$ cat src/rtl/beat_tempo_gen.sv
// Tempo generator: programmable-period subdivision tick with beat/bar strobes,
// musical position counters, pause/stop control and tick-aligned period updates.
module beat_tempo_gen #(
    parameter int PERIOD_W       = 25,
    parameter int DEFAULT_PERIOD = 15000000,
    parameter int SUBDIV         = 2,
    parameter int BEATS_PER_BAR  = 4,
    parameter int BAR_W          = 8,
    localparam int SUB_W  = (SUBDIV > 1) ? $clog2(SUBDIV) : 1,
    localparam int BEAT_W = (BEATS_PER_BAR > 1) ? $clog2(BEATS_PER_BAR) : 1
) (
    input  logic                clk,
    input  logic                resetn,
    input  logic                pause,
    input  logic                stop,
    input  logic [PERIOD_W-1:0] period_in,
    input  logic                period_we,
    output logic                tick,
    output logic                beat,
    output logic                bar,
    output logic [SUB_W-1:0]    sub_idx,
    output logic [BEAT_W-1:0]   beat_idx,
    output logic [BAR_W-1:0]    bar_count,
    output logic [PERIOD_W-1:0] period_cur
);

    localparam logic [PERIOD_W-1:0] PERIOD_MIN  = PERIOD_W'(2);
    localparam logic [PERIOD_W-1:0] PERIOD_RST  = PERIOD_W'(DEFAULT_PERIOD);
    localparam logic [SUB_W-1:0]    SUB_LAST    = SUB_W'(SUBDIV - 1);
    localparam logic [BEAT_W-1:0]   BEAT_LAST   = BEAT_W'(BEATS_PER_BAR - 1);

    logic [PERIOD_W-1:0] t_q, t_d;
    logic [PERIOD_W-1:0] period_q, period_d;
    logic [PERIOD_W-1:0] pend_q, pend_d;
    logic                pend_vld_q, pend_vld_d;
    logic [SUB_W-1:0]    sub_q, sub_d;
    logic [BEAT_W-1:0]   beat_idx_q, beat_idx_d;
    logic [BAR_W-1:0]    bar_cnt_q, bar_cnt_d;
    logic                tick_q, tick_d;
    logic                beat_q, beat_d;
    logic                bar_q, bar_d;

    logic                run;
    logic                at_end;
    logic [PERIOD_W-1:0] wr_val;

    assign run    = !stop && !pause;
    assign at_end = (t_q == period_q - PERIOD_W'(1));
    assign wr_val = (period_in < PERIOD_MIN) ? PERIOD_MIN : period_in;

    // Position and strobe update; indices move only on a tick edge.
    always_comb begin
        t_d        = t_q;
        sub_d      = sub_q;
        beat_idx_d = beat_idx_q;
        bar_cnt_d  = bar_cnt_q;
        tick_d     = 1'b0;
        beat_d     = 1'b0;
        bar_d      = 1'b0;
        if (stop) begin
            t_d        = '0;
            sub_d      = '0;
            beat_idx_d = '0;
            bar_cnt_d  = '0;
        end else if (run) begin
            if (at_end) begin
                t_d    = '0;
                tick_d = 1'b1;
                if (sub_q == SUB_LAST) begin
                    sub_d  = '0;
                    beat_d = 1'b1;
                    if (beat_idx_q == BEAT_LAST) begin
                        beat_idx_d = '0;
                        bar_d      = 1'b1;
                        bar_cnt_d  = bar_cnt_q + BAR_W'(1);
                    end else begin
                        beat_idx_d = beat_idx_q + BEAT_W'(1);
                    end
                end else begin
                    sub_d = sub_q + SUB_W'(1);
                end
            end else begin
                t_d = t_q + PERIOD_W'(1);
            end
        end
    end

    // Period handling: writes park in pending and swap in only at a tick edge,
    // so an interval already under way keeps its length. Stopped: apply at once.
    always_comb begin
        period_d   = period_q;
        pend_d     = pend_q;
        pend_vld_d = pend_vld_q;
        if (stop) begin
            if (period_we) begin
                period_d   = wr_val;
                pend_vld_d = 1'b0;
            end
        end else begin
            if (period_we) begin
                pend_d     = wr_val;
                pend_vld_d = 1'b1;
            end
            if (run && at_end) begin
                if (period_we) begin
                    period_d   = wr_val;
                    pend_vld_d = 1'b0;
                end else if (pend_vld_q) begin
                    period_d   = pend_q;
                    pend_vld_d = 1'b0;
                end
            end
        end
    end

    always_ff @(posedge clk or negedge resetn) begin
        if (!resetn) begin
            t_q        <= '0;
            period_q   <= PERIOD_RST;
            pend_q     <= PERIOD_RST;
            pend_vld_q <= 1'b0;
            sub_q      <= '0;
            beat_idx_q <= '0;
            bar_cnt_q  <= '0;
            tick_q     <= 1'b0;
            beat_q     <= 1'b0;
            bar_q      <= 1'b0;
        end else begin
            t_q        <= t_d;
            period_q   <= period_d;
            pend_q     <= pend_d;
            pend_vld_q <= pend_vld_d;
            sub_q      <= sub_d;
            beat_idx_q <= beat_idx_d;
            bar_cnt_q  <= bar_cnt_d;
            tick_q     <= tick_d;
            beat_q     <= beat_d;
            bar_q      <= bar_d;
        end
    end

    assign tick       = tick_q;
    assign beat       = beat_q;
    assign bar        = bar_q;
    assign sub_idx    = sub_q;
    assign beat_idx   = beat_idx_q;
    assign bar_count  = bar_cnt_q;
    assign period_cur = period_q;

endmodule

$ cat config.mk
export PLATFORM = sky130hd
export DESIGN_NAME = beat_tempo_gen
export DESIGN_NICKNAME = d
export VERILOG_FILES = /design/src/rtl/beat_tempo_gen.sv
export SDC_FILE = /design/constraint.sdc
export NUM_CORES = 1
export LEC_CHECK = 0
export BUFFER_PORTS_ARGS = -buffer_cell sky130_fd_sc_hd__buf_4
export CORE_UTILIZATION = 55
export DETAILED_ROUTE_END_ITERATION = 7
export MAX_ROUTING_LAYER = met4
export PLACE_DENSITY_LB_ADDON = 0.1
export SYNTH_ARGS = -nofsm -noshare
export SYNTH_HDL_FRONTEND = slang
export SYNTH_SLANG_ARGS = --single-unit
$ cat constraint.sdc
create_clock -name clk -period 7.3 [get_ports clk]
set_input_delay 1.095 -clock clk [delete_from_list [all_inputs] [get_ports clk]]
set_output_delay 1.095 -clock clk [all_outputs]
set_load 0.01 [all_outputs]
# [Yosys cells after proc, flatten, opt, wreduce, memory -nomap -nowiden]
# Cells that the tools add are included.
[op_classes] n_reduce_logical=15 n_addsub=5 bitwise_logic=1 magnitude_cmp=1 n_mux=41 n_eq_ne=3
[ops] operator="2-to-1 mux 25 bit" count=9
[ops] operator="2-to-1 mux 8 bit" count=5
[ops] operator="adder 25 x 1 -> 25 bit, second input constant" count=1
[ops] operator="== test 25 bit" count=1
[ops] operator="< comparator 25 x 2 -> 1 bit, second input constant" count=1
[ops] operator="subtractor 25 x 1 -> 25 bit, second input constant" count=1
[ops] operator="2-to-1 mux 1 bit" count=22
[ops] operator="nonzero test 2 bit" count=6
[ops] operator="2-to-1 mux 2 bit" count=5
[ops] operator="adder 8 x 1 -> 8 bit, second input constant" count=1
[ops] operator="AND reduction 3 bit" count=2
[ops] operator="AND reduction 2 bit" count=2
[ops] operator="AND reduction 4 bit" count=1
[ops] operator="adder 2 x 1 -> 2 bit, second input constant" count=1
[ops] operator="== test 2 bit, second input constant" count=1
[ops] operator="logical AND 1 bit" count=2
[ops] operator="zero test 1 bit" count=2
[ops] operator="!= test 2 x 1 -> 1 bit, second input constant" count=1
[ops] operator="adder 1 bit, second input constant" count=1
[ops] operator="inverter 1 bit" count=1
[totals] word_cells=76 register_bits=90

# [Depth between registers and ports, before layout]
[depth] depth_word=6 ltp_mapped=12

# [Worst setup path before layout]
# Ideal clock, no wire load.
[synth_timing] path_type="register -> register" from="register period_q[0] (netlist: period_cur[0])" to="register period_q[10] (netlist: period_cur[10])" slack_ps=3640 arrival_ps=3532 path_stages_with_launch=13 setup_ps=127 path_buffers=2 cell_sequence="dfrtp_1 > inv_1 > ha_1 > nor3b_1 > nand4_1 > a211o_1 > a211oi_1 > nand4b_1 > o41ai_4 > and2_1 > buf_6 > buf_8 > mux2_1"
[synth_via] elab_chain_len=5
[synth_lines] element="start, declared" line="33" rtl="logic [PERIOD_W-1:0] period_q, period_d;"
[synth_lines] element="start signal, assigned" line="130" rtl="period_q <= period_d;"
[synth_lines] element="subtractor 25 x 1 -> 25 bit" line="48" rtl="assign at_end = (t_q == period_q - PERIOD_W'(1));"
[synth_lines] element="== test 25 bit" line="48"
[synth_lines] element="logical AND 1 bit" line="104" rtl="if (run && at_end) begin"
[synth_lines] element="nonzero test 2 bit (no source line)"
[synth_lines] element="AND reduction 3 bit (no source line)"
# Every way passes these cells.
# A chain may end at the register's enable or synchronous reset.

# [Worst setup path after layout]
[layout_timing] from="register period_q[12] (netlist: period_cur[12])" to="register period_q[2] (netlist: period_cur[2])"
# Same word-level chain as after synthesis.

==> reports/results.txt <==
The run finished with clean final reports. Setup violations remaining at the end of the flow were counted as 0. Summing internal, switching and leakage power gives 1.27 mW. The core region is 9280 um2. The cell area after technology mapping was 5290 um2. The half-perimeter wire length of the detailed placement result is 8840 um.

Clock skew after layout: 0.0159 ns. The tree is rooted in a clkbuf_8. Once layout is complete, the cells apart from fillers number 714. After clock tree synthesis, the flow added hold-fix buffers numbering 0.

Once the clock tree was built, the setup fixing pass inserted 0 buffers. The worst setup path is launched from a register. The mux share of post-synthesis cell area was 15.8%; the area fraction in and, or, nand and nor cells after synthesis was 19.7%. Combinational cells account for 23.0% of the total power. Based on the critical path, the design can be clocked at up to 0.231 GHz. The most frequent standard cell in the layout excluding fill and tap cells is buf_4. The run gives 2.49 nW as the static leakage. After detailed routing, the total wire length is 12100 um. The worst path in the final design needs a cycle of 4.33 ns, including I/O delays and setup.

The residual overflow from global routing is 0, and the number of filler cells placed in the layout is 782. The tools report the Yosys warning count as 0. The final route contains 4147 vias. The number of enable-type register cells in the synthesized netlist was 0. The complex-gate fraction of the synthesized area works out to 8.92%. The number of antenna violations at the first check in global routing was 0. Once detail routing completed, the nets flagged for antenna violations numbered 0.

The share of total power consumed by net switching was 31.5%; the total of cells resized after clock tree synthesis was 0. Leaving out fill and tap cells, the most frequent cells in the layout are 72 x buf_4, 70 x dfrtp_1, 48 x mux2_2. Setup repair after global routing left no endpoint under its margin.

The worst setup path is of the register to register kind. The run gives 0 as the final count of hold timing violations. The die is 100 um tall.

The critical path required time came out at 7.56 ns. Routability-driven placement finished with a final weighted congestion of 0.917. The analysis attributes to net switching a power of 0.402 mW.

The post-detailed-route via-to-cell ratio was 5.81; the post-synthesis register bit count was 90. For this design the ratio of total power to cell area is 211 nW/um2. The total negative setup slack was 0 ns. In this run, placement finished with an instance count of 698. The clock network burns 26.9% of the power. The number of nets in the layout is 614.

For the pin with the worst max-slew slack, the measured transition is 1.14 ns. Summing all flip-flop and latch instances after layout gives 2280 um2. Once the floorplan was initialized, standard cells occupied 57.0% of the core. Hold timing on the final database bottoms out at a slack of 0.495 ns. The proportion of synthesized flip-flops having asynchronous set or reset is 100%. The highest ir drop seen on vdd is 0.135 mV, and the relative area change from synthesis to final layout is 14.3%. After synthesis, the largest family of logic cells by area is simple AND/OR/NAND/NOR gates.

Of the total synthesized cell area, the portion taken by full adders, half adders and majority gates is 0.946%. The average cell area after synthesis was 10.1 um2; the final critical-path share of the clock period was 59.4%. TritonCTS created 9 clock buffers.

The path class of the lowest-slack min-delay path is register to register. After detailed routing, the average wire length per cell comes to 16.9 um. The internal power of the cells totals 0.872 mW. The multi-input combinational cells in the finished layout cover a total of 2820 um2. The tools report the maximum clock path buffer count as 2. The floorplan step set the die width to 100 um. The run gives 10000 um2 as the die footprint.

The net count after synthesis came out at 560. The total of buffers placed on input and output ports works out to 68. For this run, the leading register cell type out of synthesis is dfrtp_1.

The synthesized instance count was 526; the maximum net fanout on the critical path was 25. The H-tree was split into 3 levels. Initial DRC count: 234.

Clock latency on the worst-skew pair, taken at its later pin, is 0.36 ns. Max-cap violations in this run came to 0. Of the total synthesized cell area, the portion taken by XOR and XNOR cells is 7.95%.

For the data arrival at the endpoint of the critical path, the log shows 4.59 ns. The count of clock tree sinks is 90. Of the cells placed in the final design, the portion with a size suffix greater than 1 is 28.0%.

The number of antenna diodes in the final layout is 0. After synthesis, the largest area contributor takes up 33.1% of total cell area. The initialized floorplan defines 35 standard-cell rows.

The global routing usage summed across all routing layers was 26.4%. For the detailed-route DRC error count, the log shows 0. In the post-synthesis netlist, the biggest area contributors are dfrtp_1 33%, mux2_2 10%, dfstp_2 9.9%, xnor2_1 4.1%, mux2_1 3.8%. The clock slew seen by the registers of the worst setup and hold paths came out at 0.10 ns.

The cell accounting for the most synthesized area is dfrtp_1. TritonCTS built the clock tree. The tools report the headroom to the max-slew limit as 24.0%. The pre-antenna-repair detailed-routing pass consisted of 4 iterations. The first global-routing pass estimated 20100 um of wire. In this run, flip-flops and latches consume 50.1% of the power.

The number of global-route vias before repair is 4015, and the largest net degree at the start of global routing is 60. STA classifies the critical path endpoint as a register. The number of max-slew violations in the final report was 0; the portion of the post-synthesis area used by sequential elements was 43.0%.

In this run the count of I/O pins placed on the die edge is 69. The tools report the number of distinct library cell variants in the gate-level netlist after synthesis as 59.
==> final timing paths <==
kind	to	slack (ns)	startpoint	cells past startpoint
min in group asynchronous	beat	0.65	resetn	1
worst max-delay path	period_cur[2]	2.97	period_cur[12]	9
worst max register to register	period_cur[2]	2.97	period_cur[12]	9
max in group asynchronous	period_cur[5]	5.54	resetn	2
worst min-delay path	pend_q[1]	0.49	pend_q[1]	2
worst min register to register	pend_q[1]	0.49	pend_q[1]	2
==> registers in the layout, indices dropped and copies added (netlist names) <==
register,count
bar,1
bar_count,8
beat,1
beat_idx,2
pend_q,25
pend_vld_q,1
period_cur,25
sub_idx,1
t_q,25
tick,1
==> power by group through the flow <==
stage | Clock, mW | Sequential, mW | Combinational (mW)
3_5_place_dp | 0 | 0.646 | 0.292
3_3_place_gp | 0 | 0.644 | 0.288
4_1_cts | 0.349 | 0.637 | 0.294
5_1_grt | 0.372 | 0.647 | 0.322
2_1_floorplan | 0 | 0.624 | 0.195
6_report | 0.343 | 0.638 | 0.293
==> synthesized netlist by cell type (2+ instances only) <==
master     n
a211o_1    3
a211oi_1   3
a21o_1     3
a21oi_1   16
a221oi_1   2
a22oi_1    2
a31oi_1    5
and2_1     3
and3_1     5
and4_1     2
clkbuf_1  25
dfrtp_1   70
dfstp_2   20
ha_1       4
inv_1     12
mux2_1    18
mux2_2    48
mux2i_1    9
nand2_1   33
nand2b_1   2
nand3_1   25
nand3b_1   2
nand4_1   13
nand4b_1   3
nor2_1    47
nor2b_1    4
nor3_1    15
nor3b_1    3
nor4_1    14
o211ai_1   3
o21a_1     2
o21ai_0   20
or2_2      2
or3_1     14
or4_1      4
xnor2_1   25
xor2_1    23
==> worst max-delay path: stages (launching register included) <==
cell and delay, ns:
dfrtp_1 0.45, or3_4 0.44, or4_1 0.55, or4_1 0.54
a211oi_1 0.29, nand4b_1 0.20, o41ai_4 0.79, and2_1 0.24
buf_4 0.34, mux2_2 0.38
==> stage by stage <==
stage	setup WS, ns	utilization, %	instance area (um2)
2_1_floorplan	3.64	-	5290
3_3_place_gp	3.03	63.0	5850
3_5_place_dp	3.00	63.0	5850
4_1_cts	2.97	65.1	6050
5_1_grt	2.52	65.1	6050
6_report	2.97	65.1	6050
==> logic make-up (layout without fill, tap and decap cells) <==
logic type      after synthesis  in the layout
mux                          75             75
simple gates                197            197
xor+xnor                     48             48
compound gates               70             70
buf+inv                      42            101
flops                        90             90
fa+ha+maj                     4              4
==> routing by layer <==
layer / share of wire, % / vias up / routed length [um] / track usage (%)
li1: - / 2010 / - / -
met1: 48 / 2012 / 5750 / 36.3
met2: 46 / 105 / 5570 / 40.8
met3: 4.3 / 20 / 521 / 3.97
met4: 1.9 / 0 / 234 / 8.03
met5: 0 / - / 0 / -
==> layout make-up <==
class                   instances  share of cell area, %
multi-input cells             394                   46.7
flip-flops and latches         90                   37.7
repair buffers                 72                   8.94
well taps                     129                   2.67
clock buffers                  10                   2.11
clock inverters                 6                   1.12
inverters                      13                  0.807
Power figures use the tool's default switching activity.
